==> config.mk <==
export PLATFORM = sky130hd
export DESIGN_NAME = trig_out_arbiter
export DESIGN_NICKNAME = d
export VERILOG_FILES = /design/src/rtl/trig_out_arbiter.sv
export SDC_FILE = /design/constraint.sdc
export NUM_CORES = 1
export LEC_CHECK = 0
export ABC_AREA = 0
export CAP_MARGIN = 20
export CORE_ASPECT_RATIO = 0.75
export CORE_MARGIN = 5
export CORE_UTILIZATION = 36
export CTS_CLUSTER_SIZE = 40
export DETAILED_ROUTE_END_ITERATION = 6
export PLACE_DENSITY_LB_ADDON = 0.3
export SKIP_CTS_REPAIR_TIMING = 1
export SYNTH_ARGS = -nofsm -noshare
export SYNTH_HDL_FRONTEND = slang
export SYNTH_SLANG_ARGS = --single-unit
==> constraint.sdc <==
create_clock -name clk_adc -period 3.5 [get_ports clk_adc]
set_clock_uncertainty 0.15 [all_clocks]
set_input_delay 0.7 -clock clk_adc [delete_from_list [all_inputs] [get_ports clk_adc]]
set_output_delay 0.7 -clock clk_adc [all_outputs]
set_load 0.03 [all_outputs]
==> src/rtl/trig_out_arbiter.sv <==
`default_nettype none
// ============================================================================
// Module   : trig_out_arbiter
// Purpose  : Round-robin arbiter that shares a bank of coax trigger outputs
//            among NREQ requesters. Accepted triggers drive the winner's
//            output mask for pulse_width clocks, followed by a dead time.
//            A prescale decision taken in the grant cycle either fires the
//            trigger or drops it (rejected).
// Ports    : clk_adc        - single clock for all logic
//            reset          - synchronous, active-high reset
//            req/req_en     - per-requester trigger condition and enable
//            req_outmask    - per-requester output mask, [r*NOUT +: NOUT]
//            pulse_width    - pulse length in clocks (0 behaves as 1)
//            dead_time      - idle clocks after each pulse
//            veto           - busy veto, blocks new grants only
//            prescale_pass  - prescale decision for the grant cycle
//            coax_out       - registered trigger outputs
//            grant_valid    - one-cycle strobe per accepted trigger
//            grant_id       - index of the last granted requester
//            last_fired     - grant_id+1 of last accepted trigger, 0 = none
//            fired_count    - accepted trigger count (wraps)
//            rejected_count - prescale-rejected count (wraps)
//            state          - FSM state: IDLE=0, FIRE=1, DEAD=2
// Config   : define TRIG_ARB_COUNTERS_EN to build the monitoring counters;
//            without it fired_count/rejected_count are tied to 0.
// Revision : 1.0 - initial release
// ============================================================================
module trig_out_arbiter #(
  parameter int NREQ = 8,
  parameter int NOUT = 16,
  parameter int CNTW = 32
) (
  input  logic                 clk_adc,
  input  logic                 reset,
  input  logic [NREQ-1:0]      req,
  input  logic [NREQ-1:0]      req_en,
  input  logic [NREQ*NOUT-1:0] req_outmask,
  input  logic [7:0]           pulse_width,
  input  logic [7:0]           dead_time,
  input  logic                 veto,
  input  logic                 prescale_pass,
  output logic [NOUT-1:0]      coax_out,
  output logic                 grant_valid,
  output logic [7:0]           grant_id,
  output logic [7:0]           last_fired,
  output logic [CNTW-1:0]      fired_count,
  output logic [CNTW-1:0]      rejected_count,
  output logic [1:0]           state
);

  localparam int PW = (NREQ > 1) ? $clog2(NREQ) : 1;
  localparam logic [PW-1:0] C_LAST_REQ = PW'(NREQ - 1);

  localparam logic [1:0] S_IDLE = 2'd0;
  localparam logic [1:0] S_FIRE = 2'd1;
  localparam logic [1:0] S_DEAD = 2'd2;

  logic [1:0]      state_q, state_d;
  logic [NREQ-1:0] pending_q, pending_d;
  logic [PW-1:0]   rr_ptr_q;
  logic [NOUT-1:0] coax_q;
  logic            grant_valid_q;
  logic [7:0]      grant_id_q;
  logic [7:0]      last_fired_q;
  logic [7:0]      width_cnt_q;
  logic [7:0]      dead_cnt_q;

  logic            w_found;
  logic [PW-1:0]   w_win;
  int              w_cand;
  logic            w_decide;
  logic            w_grant;
  logic            w_reject;
  logic            w_fire_end;
  logic            w_dead_end;
  logic [NREQ-1:0] w_clr;
  logic [7:0]      w_pw_eff;

  // Round-robin search: first pending bit at or above rr_ptr, wrapping.
  always_comb begin
    w_found = 1'b0;
    w_win   = '0;
    w_cand  = 0;
    for (int i = 0; i < NREQ; i++) begin
      w_cand = int'(rr_ptr_q) + i;
      if (w_cand >= NREQ) begin
        w_cand = w_cand - NREQ;
      end
      if (!w_found && pending_q[w_cand]) begin
        w_found = 1'b1;
        w_win   = PW'(w_cand);
      end
    end
  end

  // Output/control decode from the current state.
  always_comb begin
    w_decide   = (state_q == S_IDLE) && w_found && !veto;
    w_grant    = w_decide && prescale_pass;
    w_reject   = w_decide && !prescale_pass;
    // width_cnt is never loaded below 1, so <= 1 only guards the impossible 0
    w_fire_end = (state_q == S_FIRE) && (width_cnt_q <= 8'd1);
    w_dead_end = (state_q == S_DEAD) && (dead_cnt_q <= 8'd1);
    w_clr      = '0;
    if (w_decide) begin
      w_clr[w_win] = 1'b1;
    end
    w_pw_eff   = (pulse_width == 8'd0) ? 8'd1 : pulse_width;
  end

  // Next-state logic.
  always_comb begin
    state_d = state_q;
    case (state_q)
      S_IDLE: begin
        if (w_grant) begin
          state_d = S_FIRE;
        end
      end
      S_FIRE: begin
        if (w_fire_end) begin
          state_d = (dead_cnt_q == 8'd0) ? S_IDLE : S_DEAD;
        end
      end
      S_DEAD: begin
        if (w_dead_end) begin
          state_d = S_IDLE;
        end
      end
      default: state_d = S_IDLE;
    endcase
  end

  // The clear of the served bit wins over a same-cycle re-request, so a
  // requester held high across its grant is not counted twice.
  assign pending_d = (pending_q | (req & req_en)) & ~w_clr;

  // State and datapath registers.
  always_ff @(posedge clk_adc) begin
    if (reset) begin
      state_q       <= S_IDLE;
      pending_q     <= '0;
      rr_ptr_q      <= '0;
      coax_q        <= '0;
      grant_valid_q <= 1'b0;
      grant_id_q    <= 8'd0;
      last_fired_q  <= 8'd0;
      width_cnt_q   <= 8'd0;
      dead_cnt_q    <= 8'd0;
    end else begin
      state_q       <= state_d;
      pending_q     <= pending_d;
      grant_valid_q <= w_grant;
      if (w_grant) begin
        coax_q       <= req_outmask[int'(w_win)*NOUT +: NOUT];
        width_cnt_q  <= w_pw_eff;
        dead_cnt_q   <= dead_time;
        grant_id_q   <= 8'(w_win);
        last_fired_q <= 8'(w_win) + 8'd1;
        rr_ptr_q     <= (w_win == C_LAST_REQ) ? '0 : w_win + PW'(1);
      end else if (state_q == S_FIRE) begin
        if (w_fire_end) begin
          coax_q      <= '0;
          width_cnt_q <= 8'd0;
        end else begin
          width_cnt_q <= width_cnt_q - 8'd1;
        end
      end else if (state_q == S_DEAD) begin
        dead_cnt_q <= dead_cnt_q - 8'd1;
      end
    end
  end

`ifdef TRIG_ARB_COUNTERS_EN
  logic [CNTW-1:0] fired_cnt_q;
  logic [CNTW-1:0] rejected_cnt_q;

  always_ff @(posedge clk_adc) begin
    if (reset) begin
      fired_cnt_q    <= '0;
      rejected_cnt_q <= '0;
    end else begin
      if (w_grant) begin
        fired_cnt_q <= fired_cnt_q + CNTW'(1);
      end
      if (w_reject) begin
        rejected_cnt_q <= rejected_cnt_q + CNTW'(1);
      end
    end
  end

  assign fired_count    = fired_cnt_q;
  assign rejected_count = rejected_cnt_q;
`else
  assign fired_count    = '0;
  assign rejected_count = '0;
`endif

  assign coax_out    = coax_q;
  assign grant_valid = grant_valid_q;
  assign grant_id    = grant_id_q;
  assign last_fired  = last_fired_q;
  assign state       = state_q;

endmodule
`default_nettype wire
# --- Yosys cells after proc, flatten, opt, wreduce, memory -nomap -nowiden ---
# Index checks and enable logic that the tools add are counted.
classes:
  n_addsub: 19
  reduce_logical: 30
  magnitude_cmp: 20
  muxes: 67
  shift: 1
  n_eq_ne: 7
  bitwise: 4
op_table:
  columns: ["operator", "n"]
  rows:
  - ["32-bit by 5-bit < comparator with 1-bit output (second input constant)", 8]
  - ["32-bit two-way mux", 8]
  - ["128-bit by 8-bit variable part select with 16-bit output", 1]
  - ["8-bit two-way mux", 8]
  - ["16-bit two-way mux", 3]
  - ["4-bit by 4-bit subtractor with 5-bit output (second input constant)", 7]
  - ["4-bit greater-or-equal comparator (second input constant)", 7]
  - ["3-bit two-way mux", 9]
  - ["1-bit two-way mux", 25]
  - ["1-bit binary-select mux with 3-bit select", 8]
  - ["3-bit by 3-bit adder with 4-bit output (second input constant)", 4]
  - ["8-bit AND", 2]
  - ["8-bit by 1-bit less-or-equal comparator with 1-bit output (second input constant)", 2]
  - ["8-bit zero test", 2]
  - ["8-bit by 1-bit subtractor with 8-bit output (second input constant)", 2]
  - ["1-bit logical AND", 13]
  - ["3-bit by 1-bit adder with 4-bit output (second input constant)", 2]
  - ["3-bit by 2-bit adder with 4-bit output (second input constant)", 2]
  - ["1-bit zero test", 8]
  - ["2-bit two-way mux", 4]
  - ["2-bit != test (second input constant)", 4]
  - ["8-bit inverter", 1]
  - ["8-bit bitwise OR", 1]
  - ["2-bit case mux with 3 select lines", 1]
  - ["13 further kinds", 16]
word_totals:
  output_inout_bits: 99
  reg_bits: 57
  input_bits: 164
  word_cells: 157

# --- Logic depth before layout (Yosys ltp) ---
depth:
  depth_word: 34
  mapped_depth: 15

# --- Worst setup path before layout ---
# Ideal clock, no wire load.
synth_timing:
  path_kind: "flip-flop to flip-flop"
  startpoint: "register, netlist name last_fired[0]"
  endpoint: "register coax_q[11], in the netlist coax_out[11]"
  setup_ns: 0.122
  required_time_ns: 3.228
  arrival_ns: 3.482
  synth_period_minus_slack_ns: 3.754
  slack_ns: -0.254
  path_stages_with_launch: 16
  cell_sequence: "dfxtp_1 -> buf_6 -> inv_1 -> ha_1 -> buf_6 -> mux4_2 -> mux2i_1 -> nand2_1 -> o21ai_0 -> a21oi_1 -> mux2i_1 -> buf_2 -> buf_2 -> mux2i_1 -> o22ai_1 -> a221o_1"
synth_rtl:
  columns: ["element", "line", "rtl"]
  rows:
  - ["end signal, assigned", "155", "coax_q <= req_outmask[int'(w_win)*NOUT +: NOUT];"]
  - ["end, declared", "61", "logic [NOUT-1:0] coax_q;"]

==> metrics.csv <==
metric;value;unit
layout_common_cells;clkdlybuf4s50_1, conb_1, mux2i_1;
multi_input_area;3480;um2
grt_usage;19.2;%
syn_to_final_growth;52.7;%
numCtsBuffers;5;
synth_edf_count;0;
hold_viol_final;0;
fillers;1126;
io_buffers;189;
tns;-0.00673;ns
antenna_found_initial;0;
grt.overflow.total;0;
synthTopCellsByArea;dfxtp_1, mux2i_1, buf_4;
setup_ws;-0.00385;ns
routedWlPerCell;18.3;um
routed_wirelength;17400;um
cts_tree;built;
dr_wl_met3;1230;um
met1Wirelength;7120;um
yosysTopAreaCellShare;21.4;%
die_width;144;um
start_util;37.1;%
cp_num_buf_inv;2;
yosysTopAreaCell;dfxtp_1;
gp_congestion;0.982;
num_antenna_cells;0;
layout.nets;952;
core_area;13100;um2
viasPerCell;5.26;
register_area;1040;um2
drtAntennaViolNets;0;
worstPathArrival;3.54;ns
synth_ff_type;dfxtp_1;
synth_area;4860;um2
clk_pin_slew;0.08;ns
outcome;complete, but fails checks;
io_pins;263;
drt-initial-drc-count;456;
period_minus_slack;3.50;ns
syn_avg_cell_area;8.52;um2
dr.max_layer_used;met4;
cpPeakStageDelay;0.41;ns
cts_buffer_depth;2;
reg2reg_from;last_fired[0];
maxCapViolations;0;
async_flop_share;0;%
setup_viol;3;
ctsHtreeMaxLevel;2;
crit_chain;inv_2 -> ha_4 -> mux4_2 -> a21oi_1 -> a22oi_2 -> nor3_4 -> a21oi_2 -> mux2i_4 -> clkbuf_16 -> mux2i_2 -> o22ai_1 -> a221o_1;
yosysSeqAreaShare;21.4;%
start_kind;register;
final_common_cell;clkdlybuf4s50_1;
hpwl;13000;um
grt_max_degree;42;
violations;negative setup slack;
yosysWarnings;0;
crit_type;register to register;
wl_met2;8850;um
worstSkewPairLatency;0.30;ns
drtPass1Iterations;5;
rows;36;
layout-drive-gt1-share;17.9;%
worstHoldPathType;register to register;
cts_root_buffer;clkbuf_16;
slew_headroom;64.3;%
fmax;285;MHz
die-area;15900;um2
holdWs;0.318;ns
worst_pin_slew;0.532;ns
slew_viol_final;0;
critPathMaxFanout;10;
startpoint;last_fired[0];
critPathRequiredTime;3.54;ns
cts.sinks;52;
synthCells;570;
hp-start;grant_id[2];
grt_pass1_vias;4823;
fin_util;56.6;%
min_period_over_period;100;%
ys_types;58;
grt_pass1_wl;25200;um
crit_slowest_cell;mux2i_4;
drc;0;
dieHeight;111;um
path_delay_family;multiplexers;
ys_ff_latch;52;
place_ws;-0.000426;ns
end_kind;register;
grt_setup_unrepaired;yes;
vias;5014;
cell type report:
class                      count  area share, %
sequential                    52           14.1
tap                          171           2.89
inverter                       8          0.405
clock buffer                   5           1.69
multi-input combinational    471           47.0
timing repair buffer         244           33.4
clock inverter                 3          0.624
worst paths after layout:
check                           cells past startpoint  slack (ns)           to
worst max register to register                     12      -0.004  coax_out[8]
worst min-delay path                                2        0.32  grant_id[2]
worst min register to register                      2        0.32  grant_id[2]
worst max-delay path                               12      -0.004  coax_out[8]
per-stage QoR:
step / cell area (um2) / std cells
after floorplan: 5170 / 642
after CTS: 7030 / 933
after global placement: 6860 / 925
after detailed placement: 6860 / 925
after global routing: 7410 / 954
final: 7410 / 954
flip-flops by register name (all words and copies together) (netlist names):
name	cells
coax_out	16
dead_cnt_q	8
pending_q	8
width_cnt_q	8
last_fired	4
grant_id	3
rr_ptr_q	2
state	2
grant_valid	1
cell usage after synthesis (all sizes together) (4+ instances only):
| library cell | instances |
|---|---|
| nor2 | 42 |
| and2 | 6 |
| o22a | 11 |
| o211ai | 12 |
| ha | 6 |
| or3 | 6 |
| inv | 8 |
| nand2 | 27 |
| buf | 95 |
| a221o | 5 |
| o22ai | 9 |
| o21ai | 32 |
| a22oi | 4 |
| clkbuf | 16 |
| xnor2 | 10 |
| mux2i | 71 |
| a21oi | 37 |
| mux4 | 10 |
| nor4 | 5 |
| or4 | 4 |
| nand2b | 5 |
| a211oi | 15 |
| nor2b | 4 |
| mux2 | 25 |
| dfxtp | 52 |
| nor3 | 15 |
| a311oi | 9 |
layer usage:
metal	global-route usage (%)	up-vias
met2	33.6	213
met3	3.37	21
met5	0	-
met4	4.45	0
met1	24.4	2389
li1	-	2391
worst reg2reg max path, cell delays in order, from the launching register on:
cell and delay, ns:
dfxtp_2 0.36, inv_2 0.06, ha_4 0.35, mux4_2 0.38, a21oi_1 0.24, a22oi_2 0.17
nor3_4 0.29, a21oi_2 0.12, mux2i_4 0.41, clkbuf_16 0.28, mux2i_2 0.23, o22ai_1 0.10
a221o_1 0.26
cells by family (layout without fill, tap and decap cells):
group / after synthesis / in the layout / synth area share, %
other: 1 / 73 / 0.0772
AO/OA/AOI/OAI: 152 / 152 / 21.4
adder cells (fa/ha/maj): 6 / 6 / 1.55
buffers and inverters: 119 / 260 / 15.8
XOR/XNOR: 12 / 12 / 2.16
multiplexers: 106 / 106 / 25.1
AND/OR/NAND/NOR: 122 / 122 / 12.5
flip-flops: 52 / 52 / 21.4
Power is left out: the tool's default activity adds up to more than one toggle a clock period on the data nets, which glitch-free logic cannot reach.
